<file path="config.mk">
export PLATFORM = sky130hd
export DESIGN_NAME = deserializer
export DESIGN_NICKNAME = d
export VERILOG_FILES = /design/src/rtl/deserializer.sv
export SDC_FILE = /design/constraint.sdc
export NUM_CORES = 1
export LEC_CHECK = 0
export BUFFER_PORTS_ARGS = -buffer_cell sky130_fd_sc_hd__buf_2
export CELL_PAD_IN_SITES_DETAIL_PLACEMENT = 0
export CELL_PAD_IN_SITES_GLOBAL_PLACEMENT = 1
export CORE_AREA = 5 5 56 71
export DETAILED_ROUTE_END_ITERATION = 16
export DIE_AREA = 0 0 61 76
export PLACE_DENSITY_LB_ADDON = 0.25
export REMOVE_ABC_BUFFERS = 1
export SLEW_MARGIN = 30
export SYNTH_ARGS = -nofsm -noshare
export SYNTH_HDL_FRONTEND = slang
export SYNTH_SLANG_ARGS = --single-unit
</file>
<file path="constraint.sdc">
create_clock -name i_clock -period 3.4 [get_ports i_clock]
set_clock_uncertainty 0.1 [all_clocks]
set_input_delay 0.68 -clock i_clock [delete_from_list [all_inputs] [get_ports i_clock]]
set_output_delay 0.68 -clock i_clock [all_outputs]
set_load 0.1 [all_outputs]
</file>
<file path="src/rtl/deserializer.sv">
// -----------------------------------------------------------------------------
// deserializer
//   Serial-to-parallel capture of up to N bits, MSB-first or LSB-first.
//   A capture starts on i_start: the word and bit counter clear, and the
//   direction and the clamped bit count min(i_iterations, N) are latched.
//   Bits are accepted only while receiving and only when i_valid is high.
//
//   Optional feature macro: DESERIALIZER_PARITY_EN
//     defined   : one extra valid bit after the data is taken as even parity;
//                 o_parity_error reports XOR(data, parity) from DONE onwards
//                 and holds until the next i_start.
//     undefined : data bits only; o_parity_error stays 0.
//
// Ports
//   i_clock        sole clock, rising edge
//   i_reset        asynchronous active-high reset
//   i_start        begin (or restart) a capture
//   i_direction    1 = MSB first, 0 = LSB first (sampled with i_start)
//   i_iterations   number of data bits (sampled with i_start, clamped to N)
//   i_valid        qualifies i_bit
//   i_bit          serial data bit
//   o_value        assembled word, held from DONE until the next i_start
//   o_busy         high while in RECEIVE
//   o_finished     one-cycle pulse in DONE
//   o_parity_error parity check result
//
// state   | meaning
// --------+--------------------------------------------------------------
// IDLE    | waiting for i_start; word and parity result held
// RECEIVE | accepting valid bits until the latched count is reached
// DONE    | single-cycle completion pulse, then back to IDLE
// -----------------------------------------------------------------------------
module deserializer #(
  parameter int N = 8
) (
  input  logic         i_clock,
  input  logic         i_reset,
  input  logic         i_start,
  input  logic         i_direction,
  input  logic [N-1:0] i_iterations,
  input  logic         i_valid,
  input  logic         i_bit,
  output logic [N-1:0] o_value,
  output logic         o_busy,
  output logic         o_finished,
  output logic         o_parity_error
);

  // Counter must reach N data bits plus an optional parity bit.
  localparam int CW = $clog2(N + 2);
  localparam logic [N-1:0] N_VEC = N'(N);

`ifdef DESERIALIZER_PARITY_EN
  localparam logic [CW-1:0] EXTRA = CW'(1);
`else
  localparam logic [CW-1:0] EXTRA = CW'(0);
`endif

  typedef enum logic [1:0] {IDLE, RECEIVE, DONE} state_t;

  state_t        state_q, state_d;
  logic [N-1:0]  value_q, value_d;
  logic [CW-1:0] cnt_q, cnt_d;
  logic [CW-1:0] len_q, len_d;
  logic          dir_q, dir_d;
  logic          par_q, par_d;
  logic          perr_q, perr_d;
  logic          busy_q, busy_d;
  logic          fin_q, fin_d;
  logic [CW-1:0] start_len;
  logic [CW-1:0] total_bits;

  always_comb begin
    start_len  = (i_iterations > N_VEC) ? CW'(N) : CW'(i_iterations);
    // A zero-length capture skips the parity bit as well.
    total_bits = (len_q == '0) ? '0 : len_q + EXTRA;

    state_d = state_q;
    value_d = value_q;
    cnt_d   = cnt_q;
    len_d   = len_q;
    dir_d   = dir_q;
    par_d   = par_q;
    perr_d  = perr_q;
    busy_d  = 1'b0;
    fin_d   = 1'b0;

    if (i_start) begin
      // Start wins over any bit presented in the same cycle.
      value_d = '0;
      cnt_d   = '0;
      len_d   = start_len;
      dir_d   = i_direction;
      par_d   = 1'b0;
      perr_d  = 1'b0;
      if (start_len == '0) begin
        state_d = DONE;
        fin_d   = 1'b1;
      end else begin
        state_d = RECEIVE;
        busy_d  = 1'b1;
      end
    end else begin
      case (state_q)
        RECEIVE: begin
          busy_d = 1'b1;
          if (i_valid) begin
            cnt_d = cnt_q + CW'(1);
            par_d = par_q ^ i_bit;
            // Bits beyond the data count are the parity bit, never stored.
            if (cnt_q < len_q) begin
              if (dir_q) begin
                value_d = {value_q[N-2:0], i_bit};
              end else begin
                for (int i = 0; i < N; i++) begin
                  if (cnt_q == CW'(i)) value_d[i] = i_bit;
                end
              end
            end
            if (cnt_d == total_bits) begin
              state_d = DONE;
              busy_d  = 1'b0;
              fin_d   = 1'b1;
              perr_d  = (EXTRA != '0) && par_d;
            end
          end
        end
        DONE:    state_d = IDLE;
        default: state_d = IDLE;
      endcase
    end
  end

  always_ff @(posedge i_clock or posedge i_reset) begin
    if (i_reset) begin
      state_q <= IDLE;
      value_q <= '0;
      cnt_q   <= '0;
      len_q   <= '0;
      dir_q   <= 1'b0;
      par_q   <= 1'b0;
      perr_q  <= 1'b0;
      busy_q  <= 1'b0;
      fin_q   <= 1'b0;
    end else begin
      state_q <= state_d;
      value_q <= value_d;
      cnt_q   <= cnt_d;
      len_q   <= len_d;
      dir_q   <= dir_d;
      par_q   <= par_d;
      perr_q  <= perr_d;
      busy_q  <= busy_d;
      fin_q   <= fin_d;
    end
  end

  assign o_value        = value_q;
  assign o_busy         = busy_q;
  assign o_finished     = fin_q;
  assign o_parity_error = perr_q;

endmodule

</file>
**After elaboration in Yosys (flattened, before gate mapping)**

Cells that the tools add are included.

- Register bits: 22
- Input bits: 14
- Output and inout bits: 11
- Word-level logic and storage cells: 92

- $add $sub $neg: 1
- $lt $le $gt $ge: 2
- Equality and inequality tests: 11
- Mux-type cells: 37
- Reductions and logical operators: 26

Operator list:

| kind | number |
|---|---|
| $mux W8 | 5 |
| $reduce_and A4 Y1 | 8 |
| $reduce_bool A3 Y1 | 8 |
| $mux W1 | 22 |
| $mux W4 | 5 |
| $eq A4 B3 Y1 const B | 4 |
| $logic_not A4 Y1 | 3 |
| $mux W2 | 5 |
| $eq A4 B2 Y1 const B | 2 |
| $gt A8 B4 Y1 const B | 1 |
| $reduce_bool A2 Y1 | 4 |
| $ne A3 B3 Y1 const B | 2 |
| $add A4 B1 Y4 const B | 1 |
| $eq A4 B1 Y1 const B | 1 |
| $eq A4 B4 Y1 | 1 |
| $lt A4 B4 Y1 | 1 |
| $reduce_and A2 Y1 | 2 |
| $reduce_and A3 Y1 | 1 |
| $eq A2 B1 Y1 const B | 1 |

**Logic depth before layout (Yosys ltp)**

Gate-level depths: netlist of the first run.

- Word-level depth: 7
- Mapped depth: 7
- Depth with buffers taken out: 6

**Worst setup path after synthesis of the first run**

Ideal clock, no wire load.

- Kind: input to register
- Start: in i_valid
- End: reg value_q[1], in the netlist o_value[1]
- Library setup time: 0.095 ns
- Arrival time: 1.732 ns
- Required time: 3.205 ns
- Setup slack: 1.472 ns
- Cell stages on the path: 5
- Buffers on the path: 1
- Cell sequence: nand3b_4 > or2_1 > buf_6 > or3_4 > o32ai_2

- Longest elaborated chain between the ends: 2

Ends and longest elaborated chain:

| item | line | text |
|---|---|---|
| start: declaration | 41 | `input logic i_valid,` |
| $reduce_bool A2 Y1 (no line) | - |  |
| $reduce_and A4 Y1 (no line) | - |  |
| end signal: assignment | 147 | `value_q <= value_d;` |
| end: declaration | 62 | `logic [N-1:0] value_q, value_d;` |

No other way between the ends.
A chain may end at the register's enable or synchronous reset.

**Worst setup path in the final report of the first run**

- Start: reg cnt_q[2]
- End: reg value_q[7], in the netlist o_value[7]

- Longest elaborated chain between the ends: 3
- Elaborated cells on any way between the ends: 5
- Those cells by class: order compare (1); eq/ne (1); reduce/logical (3)

Ends and longest elaborated chain:

| item | line | text |
|---|---|---|
| start: declaration | 63 | `logic [CW-1:0] cnt_q, cnt_d;` |
| start signal: assignment | 148 | `cnt_q <= cnt_d;` |
| $lt A4 B4 Y1 / $eq A4 B3 Y1 (equally long branches) | 111, 116 |  |
| $reduce_bool A2 Y1 (no line) / $reduce_bool A3 Y1 (equally long branches) | - |  |
| $reduce_and A4 Y1 (no line) (*) | - |  |

Every way passes the cells marked *; elsewhere a longest branch is shown, timed or not.

==> metrics.md, run 1 <==
| Metric | Value |
|---|---|
| Overall die height | 76 um |
| Layout cell share with drive strength beyond 1 | 0.259 |
| Most common cell after layout, fill and taps aside | buf_2 |
| Ys flop type | dfrtp_1 |
| Sequential area share after synthesis | 0.379 |
| Port Buffers | 23 |
| CTS Sinks | 21 |
| Rows | 24 |
| Vias | around 1,200 |
| RSZ-0062 raised after global routing | false |
| Hold_ws | 0.359 ns |
| Actual slew at the worst max-slew pin | slightly below 0.8 ns |
| TritonCTS clock tree | yes |
| Power Density | 406 nW/um^2 |
| Min Tclk post-route | 2.14 ns |
| First-pass GRT wire length | between 5000 and 6000 um |
| Critical path arrival | 2.24 ns |
| Final period util | 0.631 |
| Critical path's slowest cell | dfrtp_1 |
| Yosys cell types | 41 |
| Vias per inst | slightly below 6 |
| Status | completed |
| LEAKAGE | around 0.70 nW |
| Startpoint types | flop |
| Relative slew slack | 0.471 |
| Final wirelength | between 3000 and 4000 um |
| Final setup viols | 0 |
| Final core utilization | 0.465 |
| IO Pins | 25 |
| Register bit total from synthesis | 21 |
| Post-DR wirelength/cell | approximately 17 um |
| GRT Util Overall | 0.163 |
| Slowest Stage Delay on Critical Path | about 0.52 ns |
| Nets | ~180 |
| First-pass iteration count of the detailed router | 4 |
| Initial Util | 0.420 |
| Postcts setup bufs | 0 |
| CTS buffer count | 3 |
| Maximum vdd drop | 211 uV |
| Post-DP Area | 1490 sq um |
| Root Buffer Master | clkbuf_8 |
| Antenna viol nets, final | 0 |
| Final HPWL DP | around 2500 um |
| Area Overhead vs Synth | 10.7% |
| Post-Syn Area | between 1000 and 1500 sq um |
| Max-cap viol count | 0 |
| Worst EP required | 3.50 ns |
| Syn_area_per_cell | 9.57 sq um |
| Clk pin slew, worst setup/hold paths | roughly 0.08 ns |
| Setup_tns | 0 ns |
| Final GP Congestion | around 0.81 |
| DRC violations left | 0 |
| Core area | between 3000 and 4000 sq um |
| Worst Setup End Kind | flop |
| Post-Syn Instances | between 100 and 150 |
| Most frequent cells in the layout | buf_2, dfrtp_1, nand2_1 |
| Final Hold Fails | 0 |
| Post-synth EDFFs | 0 |
| H-tree Lvls | 1 |
| WS Path Type | reg -> reg |
| Crit Path Max Fanout | 10 |
| Chip width | roughly 61 um |
| # resized after CTS | 0 |
| Worst min-delay path class | in -> async |
| Slew Limit Fails | 0 |
| Fmax | 466 MHz |
| Overflow after GRT | 0 |
| Worst path cell trace | ha_1 -> nand2_1 -> o21ai_2 -> and2_1 -> o221a_2 |
| Fin area | 1540 sq um |
| Yosys Warn Count | 0 |
| Clk buf depth | 2 |
| Vias in the first global route | 1,222 |
| Die area | 4640 sq um |
| Antenna cell count | 0 |
| Asr flop ratio synth | 1.00 |
| Largest net degree at the start of global routing | 22 |
| Worst-skew pair later-pin latency | approximately 0.26 ns |
| Hold-fix buffers, CTS | 0 |
| Drt initial violations | 34 |
| Initial antenna violation count | 0 |
-- Yosys cell counts (all sizes together), types with 2 or more instances --
| cell | number | area [sq um] |
|---|---|---|
| xor2 | 3 | 26.3 |
| nand3 | 2 | 10.0 |
| mux2i | 2 | 20.0 |
| a211o | 2 | 20.0 |
| a211oi | 4 | 30.0 |
| a21oi | 12 | 60.1 |
| o221a | 4 | 45.0 |
| inv | 10 | 37.5 |
| nor2b | 3 | 18.8 |
| dfrtp | 21 | 526 |
| nor3 | 2 | 15.0 |
| o32ai | 4 | 65.1 |
| or3 | 2 | 18.8 |
| clkbuf | 4 | 16.3 |
| a31oi | 2 | 12.5 |
| nand2 | 15 | 56.3 |
| ha | 7 | 87.6 |
| o22ai | 4 | 25.0 |
| nor2 | 5 | 18.8 |
| nor3b | 3 | 22.5 |
| buf | 6 | 43.8 |
| o21ai | 10 | 53.8 |
| xnor2 | 5 | 43.8 |
| o41ai | 2 | 17.5 |
-- state kept, by name, indices dropped and copies added (netlist names) --
signal and flops:
len_q 4, o_busy 1, o_value 8, dir_q 1
o_finished 1, state_q 2, cnt_q 4
-- worst paths after layout --
path	to	slack (ns)	depth (start not counted)	from
setup reg to reg	o_value[7]	1.26	5	cnt_q[2]
hold reg to reg	o_finished	0.45	1	state_q[1]
max in group asynchronous	o_value[3]	2.46	2	i_reset
setup / recovery	o_value[7]	1.26	5	cnt_q[2]
min in group i_clock	o_finished	0.45	1	state_q[1]
hold / removal	o_value[2]	0.36	2	i_reset
-- layer usage --
| layer | track usage | share of wire |
|---|---|---|
| met1 | 0.203 | 0.41 |
| met2 | 0.263 | 0.51 |
| met3 | 0.0237 | 0.049 |
| met4 | 0.0803 | 0.034 |
| met5 | 0 | 0 |
-- where the power goes --
group / leakage, nW / internal (mW) / switching [mW]
clock: 0.0228 / 0.0834 / 0.0823
sequential: 0.271 / 0.262 / 0.0167
combinational: 0.410 / 0.0492 / 0.130
-- critical path: cells and delay by family, from the launching register on --
family / cells / cell delay, ns
compound gates: 2 / 0.65
flops: 1 / 0.52
simple gates: 2 / 0.46
fa+ha+maj: 1 / 0.36
-- kinds of logic after synthesis --
family / share of synthesized area
AO/OA/AOI/OAI: 0.256
XOR/XNOR: 0.0505
adder cells (fa/ha/maj): 0.0631
buffers and inverters: 0.0703
flip-flops: 0.379
multiplexers: 0.0144
other: 0.00270
AND/OR/NAND/NOR: 0.164
-- per-stage QoR --
step	power, mW	instances	setup WS [ns]
6_report	0.624	201	1.26
5_1_grt	0.661	201	1.11
4_1_cts	0.631	201	1.24
3_5_place_dp	0.465	197	1.21
3_3_place_gp	0.462	197	1.23
2_1_floorplan	0.419	135	1.48
-- final cells by class --
| type | instances | area, sq um |
|---|---|---|
| clock buffers | 4 | 45.0 |
| fillers | 349 | 1770 |
| inverters | 10 | 37.5 |
| multi-input cells | 104 | 764 |
| flip-flops and latches | 21 | 526 |
| well taps | 39 | 48.8 |
| repair buffers | 23 | 115 |
Power figures use the tool's default switching activity.
==> run 2, diff against run 1 <==
--- a/config.mk
+++ b/config.mk
@@ -8,9 +8,9 @@
 export BUFFER_PORTS_ARGS = -buffer_cell sky130_fd_sc_hd__buf_2
 export CELL_PAD_IN_SITES_DETAIL_PLACEMENT = 0
 export CELL_PAD_IN_SITES_GLOBAL_PLACEMENT = 1
-export CORE_AREA = 5 5 56 71
+export CORE_AREA = 5 5 61 76
 export DETAILED_ROUTE_END_ITERATION = 16
-export DIE_AREA = 0 0 61 76
+export DIE_AREA = 0 0 66 81
 export PLACE_DENSITY_LB_ADDON = 0.25
 export REMOVE_ABC_BUFFERS = 1
 export SLEW_MARGIN = 30
==> constraint.sdc (replaced) <==
create_clock -name i_clock -period 1.9 [get_ports i_clock]
set_clock_uncertainty 0.1 [all_clocks]
set_input_delay 0.38 -clock i_clock [delete_from_list [all_inputs] [get_ports i_clock]]
set_output_delay 0.38 -clock i_clock [all_outputs]
set_load 0.1 [all_outputs]
==> metrics.md, run 2 (synthesis gave the netlist of run 1 again) <==
| Metric | Value |
|---|---|
| Status | completed |
| Chip width | 66 um (+8.2%) |
| Worst-skew pair later-pin latency | 0.26 ns (about the same) |
| Vias in the first global route | 1,203 (-1.6%) |
| Initial antenna violation count | 0 (unchanged) |
| Largest net degree at the start of global routing | 22 (unchanged) |
| Startpoint types | flop |
| Most common cell after layout, fill and taps aside | buf_2 |
| DRC violations left | 0 (unchanged) |
| Postcts setup bufs | 0 (unchanged) |
| Reg2reg setup slack | 0.08 ns (-1.17 ns) |
| Final GP Congestion | 0.805 (-0.26%) |
| GRT Util Overall | 0.136 (-0.0271) |
| Core area | 3780 sq um (+15%) |
| Vias per inst | 5.11 (-11%) |
| Crit Path Max Fanout | 6 (-4) |
| Worst Setup End Kind | flop |
| Most frequent cells in the layout | buf_2, dfrtp_1, nand2_1 |
| Max-cap viol count | 0 (unchanged) |
| WS Path Type | reg -> reg |
| Clk pin slew, worst setup/hold paths | 0.08 ns (about the same) |
| RSZ-0062 raised after global routing | true |
| TritonCTS clock tree | yes |
| Final wirelength | 3290 um (-0.72%) |
| Final period util | 0.956 (+0.325) |
| Hold-fix buffers, CTS | 0 (unchanged) |
| First-pass GRT wire length | 5560 um (-4.1%) |
| Setup_tns | 0 ns (unchanged) |
| Overall die height | 81 um (+6.6%) |
| Combinational fraction of design power | 0.298 (+0.010) |
| Final setup viols | 0 (unchanged) |
| Final Hold Fails | 0 (unchanged) |
| Sw frac | 0.363 (-0.00403) |
| Cell Int Power | 0.723 mW (+83%) |
| H-tree Lvls | 1 (unchanged) |
| Max reg flops | 8 (unchanged) |
| Drt initial violations | 50 (+47%) |
| R2R Path End | o_value[7] |
| Area Overhead vs Synth | 18.5% |
| Overall power | 1.14 mW (+82%) |
| Die area | 5350 sq um (+15%) |
| Sequential power share | 0.437 (-0.010) |
| IO Pins | 25 (unchanged) |
| Layout cell share with drive strength beyond 1 | 0.324 (+0.0644) |
| Final HPWL DP | 2590 um (+4.9%) |
| R2R Path Start | len_q[2] |
| Antenna viol nets, final | 0 (unchanged) |
| Fin area | 1640 sq um (+7.0%) |
| Fmax | 551 MHz (+18%) |
| LEAKAGE | 0.763 nW (+8.5%) |
| Min Tclk post-route | 1.82 ns (-0.329 ns) |
| Worst EP required | 1.95 ns (-1.55 ns) |
| First-pass iteration count of the detailed router | 4 (unchanged) |
| CTS buffer count | 3 (unchanged) |
| Vias | 1,160 (unchanged) |
| Post-DP Area | 1590 sq um (+6.8%) |
| Hold_ws | 0.0303 ns (-0.329 ns) |
| Port Buffers | 23 (unchanged) |
| Final std cells w/o fill | 227 (+13%) |
| Maximum vdd drop | 215 uV (+2.1%) |
| Post-DR wirelength/cell | 14.5 um (-12%) |
| Rows | 25 (+4.2%) |
| Worst min-delay path class | in -> async |
| Placed insts | 223 (+13%) |
| Nets | 195 (+6.0%) |
| Root Buffer Master | clkbuf_8 |
| Clock power frac | 0.265 (about the same) |
| P_sw | 0.413 mW (+80%) |
| Power Density | 691 nW/um^2 (+70%) |
| # resized after CTS | 0 (unchanged) |
| Overflow after GRT | 0 (unchanged) |
| CTS Sinks | 21 (unchanged) |
| Clk buf depth | 2 (unchanged) |
| Slew Limit Fails | 0 (unchanged) |
| Critical path arrival | 1.87 ns (-0.37 ns) |
| Worst R2R Path Depth | 6 (+1) |
| Antenna cell count | 0 (unchanged) |
| Initial Util | 0.367 (-0.0535) |
==> run 2: cell type report <==
class	count	area (sq um)
multi-input cells	104	769
clock buffers	4	45.0
inverters	10	37.5
flip-flops and latches	21	527
fillers	395	2140
well taps	54	67.6
repair buffers	34	198
==> run 2: worst max-delay path, stage by stage, from the launching register on <==
cell     delay, ns
dfrtp_1       0.39
inv_1         0.08
ha_1          0.24
a21oi_1       0.18
o21ai_2       0.13
and2_2        0.28
o221a_2       0.31
==> run 2: power groups by stage <==
stage / clock network [mW] / logic (mW) / registers [mW]
final: 0.301 / 0.339 / 0.496
after global routing: 0.330 / 0.365 / 0.502
after CTS: 0.314 / 0.340 / 0.497
after detailed placement: 0 / 0.339 / 0.506
after global placement: 0 / 0.336 / 0.505
after floorplan: 0 / 0.145 / 0.605
==> run 2: layer usage <==
metal | routed length [um] | part of all wire | global-route usage | up-vias
li1 | - | - | - | 580
met2 | 1790 | 0.54 | 0.249 | 15
met4 | 23 | 0.0070 | 0.0549 | 0
met5 | 0 | 0 | 0 | -
met1 | 1380 | 0.42 | 0.158 | 563
met3 | 97 | 0.029 | 0.0166 | 2
==> run 2: metrics by stage <==
step                utilization  setup WS, ns
floorplan                     -        0.0615
global placement          0.421         0.101
detailed placement        0.421        0.0675
CTS                       0.433        0.0507
global route              0.434      -0.00769
finish                    0.434        0.0840
==> run 2: how the worst max path moves through the flow <==
stage	slack, ns	start	end	cells past startpoint
3_3_place_gp	0.10	cnt_q[2]	o_value[7]	5
2_1_floorplan	0.06	cnt_q[2]	o_value[6]	5
5_1_grt	-0.008	len_q[2]	o_value[4]	6
3_5_place_dp	0.07	i_valid	o_value[3]	5
4_1_cts	0.05	cnt_q[1]	o_value[7]	5
6_report	0.08	len_q[2]	o_value[7]	6
==> run 3, diff against run 2 <==
--- a/config.mk
+++ b/config.mk
@@ -11,7 +11,7 @@
 export CORE_AREA = 5 5 61 76
 export DETAILED_ROUTE_END_ITERATION = 16
 export DIE_AREA = 0 0 66 81
-export PLACE_DENSITY_LB_ADDON = 0.25
+export PLACE_DENSITY = 0.78
 export REMOVE_ABC_BUFFERS = 1
 export SLEW_MARGIN = 30
 export SYNTH_ARGS = -nofsm -noshare
==> metrics.md, run 3 (synthesis gave the netlist of run 1 again) <==
| Metric | Value |
|---|---|
| Drt initial violations | 51 (+2.0%) |
| Worst EP required | 1.99 ns (+0.04 ns) |
| Worst setup path start | cnt_q[2] |
| Slew Limit Fails | 0 (unchanged) |
| Startpoint types | flop |
| Cell Int Power | 0.720 mW (-0.45%) |
| Core area | 3780 sq um (unchanged) |
| GRT Util Overall | 0.133 (-0.00205) |
| Clock power frac | 0.265 (about the same) |
| Vias per inst | 5.31 (+3.8%) |
| Fmax | 537 MHz (-2.6%) |
| IO Pins | 25 (unchanged) |
| Layout cell share with drive strength beyond 1 | 0.333 (+0.00963) |
| Min Tclk post-route | 1.86 ns (+0.0478 ns) |
| Most common cell after layout, fill and taps aside | buf_2 |
| Initial antenna violation count | 0 (unchanged) |
| Initial Util | 0.367 (unchanged) |
| Final wirelength | 3370 um (+2.3%) |
| Max-cap viol count | 0 (unchanged) |
| P_sw | 0.418 mW (+1.3%) |
| Status | completed |
| First-pass GRT wire length | 5580 um (+0.38%) |
| Vias | 1,194 (+2.9%) |
| Slowest Stage Delay on Critical Path | 0.49 ns (+0.10 ns) |
| Clk pin slew, worst setup/hold paths | 0.08 ns (about the same) |
| Final std cells w/o fill | 225 (-0.88%) |
| Sw frac | 0.367 (+0.00406) |
| H-tree Lvls | 1 (unchanged) |
| Crit Path Max Fanout | 8 (+2) |
| Maximum vdd drop | 238 uV (+10%) |
| Final HPWL DP | 2620 um (+1.2%) |
| LEAKAGE | 0.767 nW (+0.56%) |
| Final period util | 0.981 (+0.0251) |
| Root Buffer Master | clkbuf_8 |
| Clk buf depth | 2 (unchanged) |
| Worst path cell trace | ha_1 -> a21oi_1 -> o21ai_2 -> a2111oi_0 -> o2bb2ai_1 |
| RSZ-0062 raised after global routing | true |
| Area Overhead vs Synth | 18.8% |
| Final Hold Fails | 0 (unchanged) |
| Max reg flops | 8 (unchanged) |
| Antenna cell count | 0 (unchanged) |
| Worst-skew pair later-pin latency | 0.26 ns (about the same) |
| Antenna viol nets, final | 0 (unchanged) |
| Hold-fix buffers, CTS | 0 (unchanged) |
| Postcts setup bufs | 0 (unchanged) |
| TritonCTS clock tree | yes |
| Largest net degree at the start of global routing | 22 (unchanged) |
| Worst Setup End Kind | flop |
| Fillers | 373 (-5.6%) |
| Most frequent cells in the layout | buf_2, dfrtp_1, nand2_1 |
| Placed insts | 221 (-0.90%) |
| Die area | 5350 sq um (unchanged) |
| Rows | 25 (unchanged) |
| Setup_tns | 0 ns (unchanged) |
| Final GP Congestion | 0.802 (-0.31%) |
| Bufs and invs on worst path | 0 (-1) |
| DRC violations left | 0 (unchanged) |
| Crit-path leading delay family | compound AO/OA/AOI/OAI gates |
| Nets | 193 (-1.0%) |
| Hold_ws | 0.0372 ns (+0.00692 ns) |
| CTS buffer count | 3 (unchanged) |
| First-pass iteration count of the detailed router | 4 (unchanged) |
| Final setup viols | 0 (unchanged) |
| Critical path's slowest cell | a2111oi_0 |
| CTS Sinks | 21 (unchanged) |
| Overflow after GRT | 0 (unchanged) |
| Post-DR wirelength/cell | 15.0 um (+3.2%) |
| Worst min-delay path class | in -> async |
| Power Density | 691 nW/um^2 (about the same) |
| Port Buffers | 23 (unchanged) |
| WS Path Type | reg -> reg |
| Chip width | 66 um (unchanged) |
| Overall die height | 81 um (unchanged) |
| R2R Path Start | cnt_q[2] |
| Sequential power share | 0.435 (-0.002) |
| Combinational fraction of design power | 0.299 (about the same) |
| Vias in the first global route | 1,210 (+0.58%) |
| Critical path arrival | 1.96 ns (+0.09 ns) |
## run 3: changes by cell type in the layout (fill, tap and decap cells not counted)
cell       change
buf_4          -2
o41ai_1        -2
o41ai_2        +2
a2111oi_0      +1
a2111oi_1      -1
a211oi_1       -1
a211oi_2       +1
## run 3: through the flow
| stage | power [mW] | instance area [sq um] | setup WS, ns | util |
|---|---|---|---|---|
| 2_1_floorplan | 0.750 | 1330 | 0.0615 | - |
| 3_3_place_gp | 0.835 | 1580 | 0.0218 | 0.417 |
| 3_5_place_dp | 0.840 | 1580 | 0.0231 | 0.417 |
| 4_1_cts | 1.14 | 1620 | 0.0419 | 0.429 |
| 5_1_grt | 1.19 | 1650 | -0.0463 | 0.435 |
| 6_report | 1.14 | 1650 | 0.0363 | 0.435 |
## run 3: worst register-to-register path: cells and delay by family (launching register included)
family	cells	cell delay (ns)
AOI/OAI and AO/OA	4	0.99
DFF	1	0.39
adders and majority gates	1	0.31
## run 3: cell type report
cell class | instances | area, sq um | area share
Inverter | 10 | 37.5 | 0.0228
Timing Repair Buffer | 32 | 183 | 0.111
Multi-Input combinational cell | 104 | 788 | 0.478
Clock buffer | 4 | 45.0 | 0.0273
Sequential cell | 21 | 527 | 0.320
Tap cell | 54 | 67.6 | 0.0410
## run 3: path summary, 6_finish.rpt
| check | endpoint | slack [ns] | cells past startpoint |
|---|---|---|---|
| worst max-delay path | o_value[4] | 0.04 | 5 |
| worst min-delay path | o_value[5] | 0.04 | 3 |
| worst max register to register | o_value[4] | 0.04 | 5 |
| worst min register to register | o_value[0] | 0.46 | 2 |
| max in group asynchronous | cnt_q[1] | 1.42 | 3 |
| min in group i_clock | dir_q | 0.23 | 3 |
## run 3: repair_timing
action	in CTS	in global routing
resized for setup	0	6
endpoints found under the setup margin	0	11
endpoints found under the hold margin	0	0
## run 3: routing by layer
metal | wire [um] | global-route usage | up-vias | part of all wire
li1 | - | - | 577 | -
met1 | 1410 | 0.166 | 590 | 0.42
met2 | 1770 | 0.232 | 21 | 0.53
met3 | 88 | 0.00968 | 6 | 0.026
met4 | 96 | 0.0650 | 0 | 0.028
met5 | 0 | 0 | - | 0
## run 3: power by group through the flow
stage / clock [mW] / combinational, mW / sequential, mW
floorplan: 0 / 0.145 / 0.605
global placement: 0 / 0.333 / 0.502
detailed placement: 0 / 0.337 / 0.503
CTS: 0.304 / 0.338 / 0.494
global route: 0.328 / 0.367 / 0.499
finish: 0.302 / 0.341 / 0.495
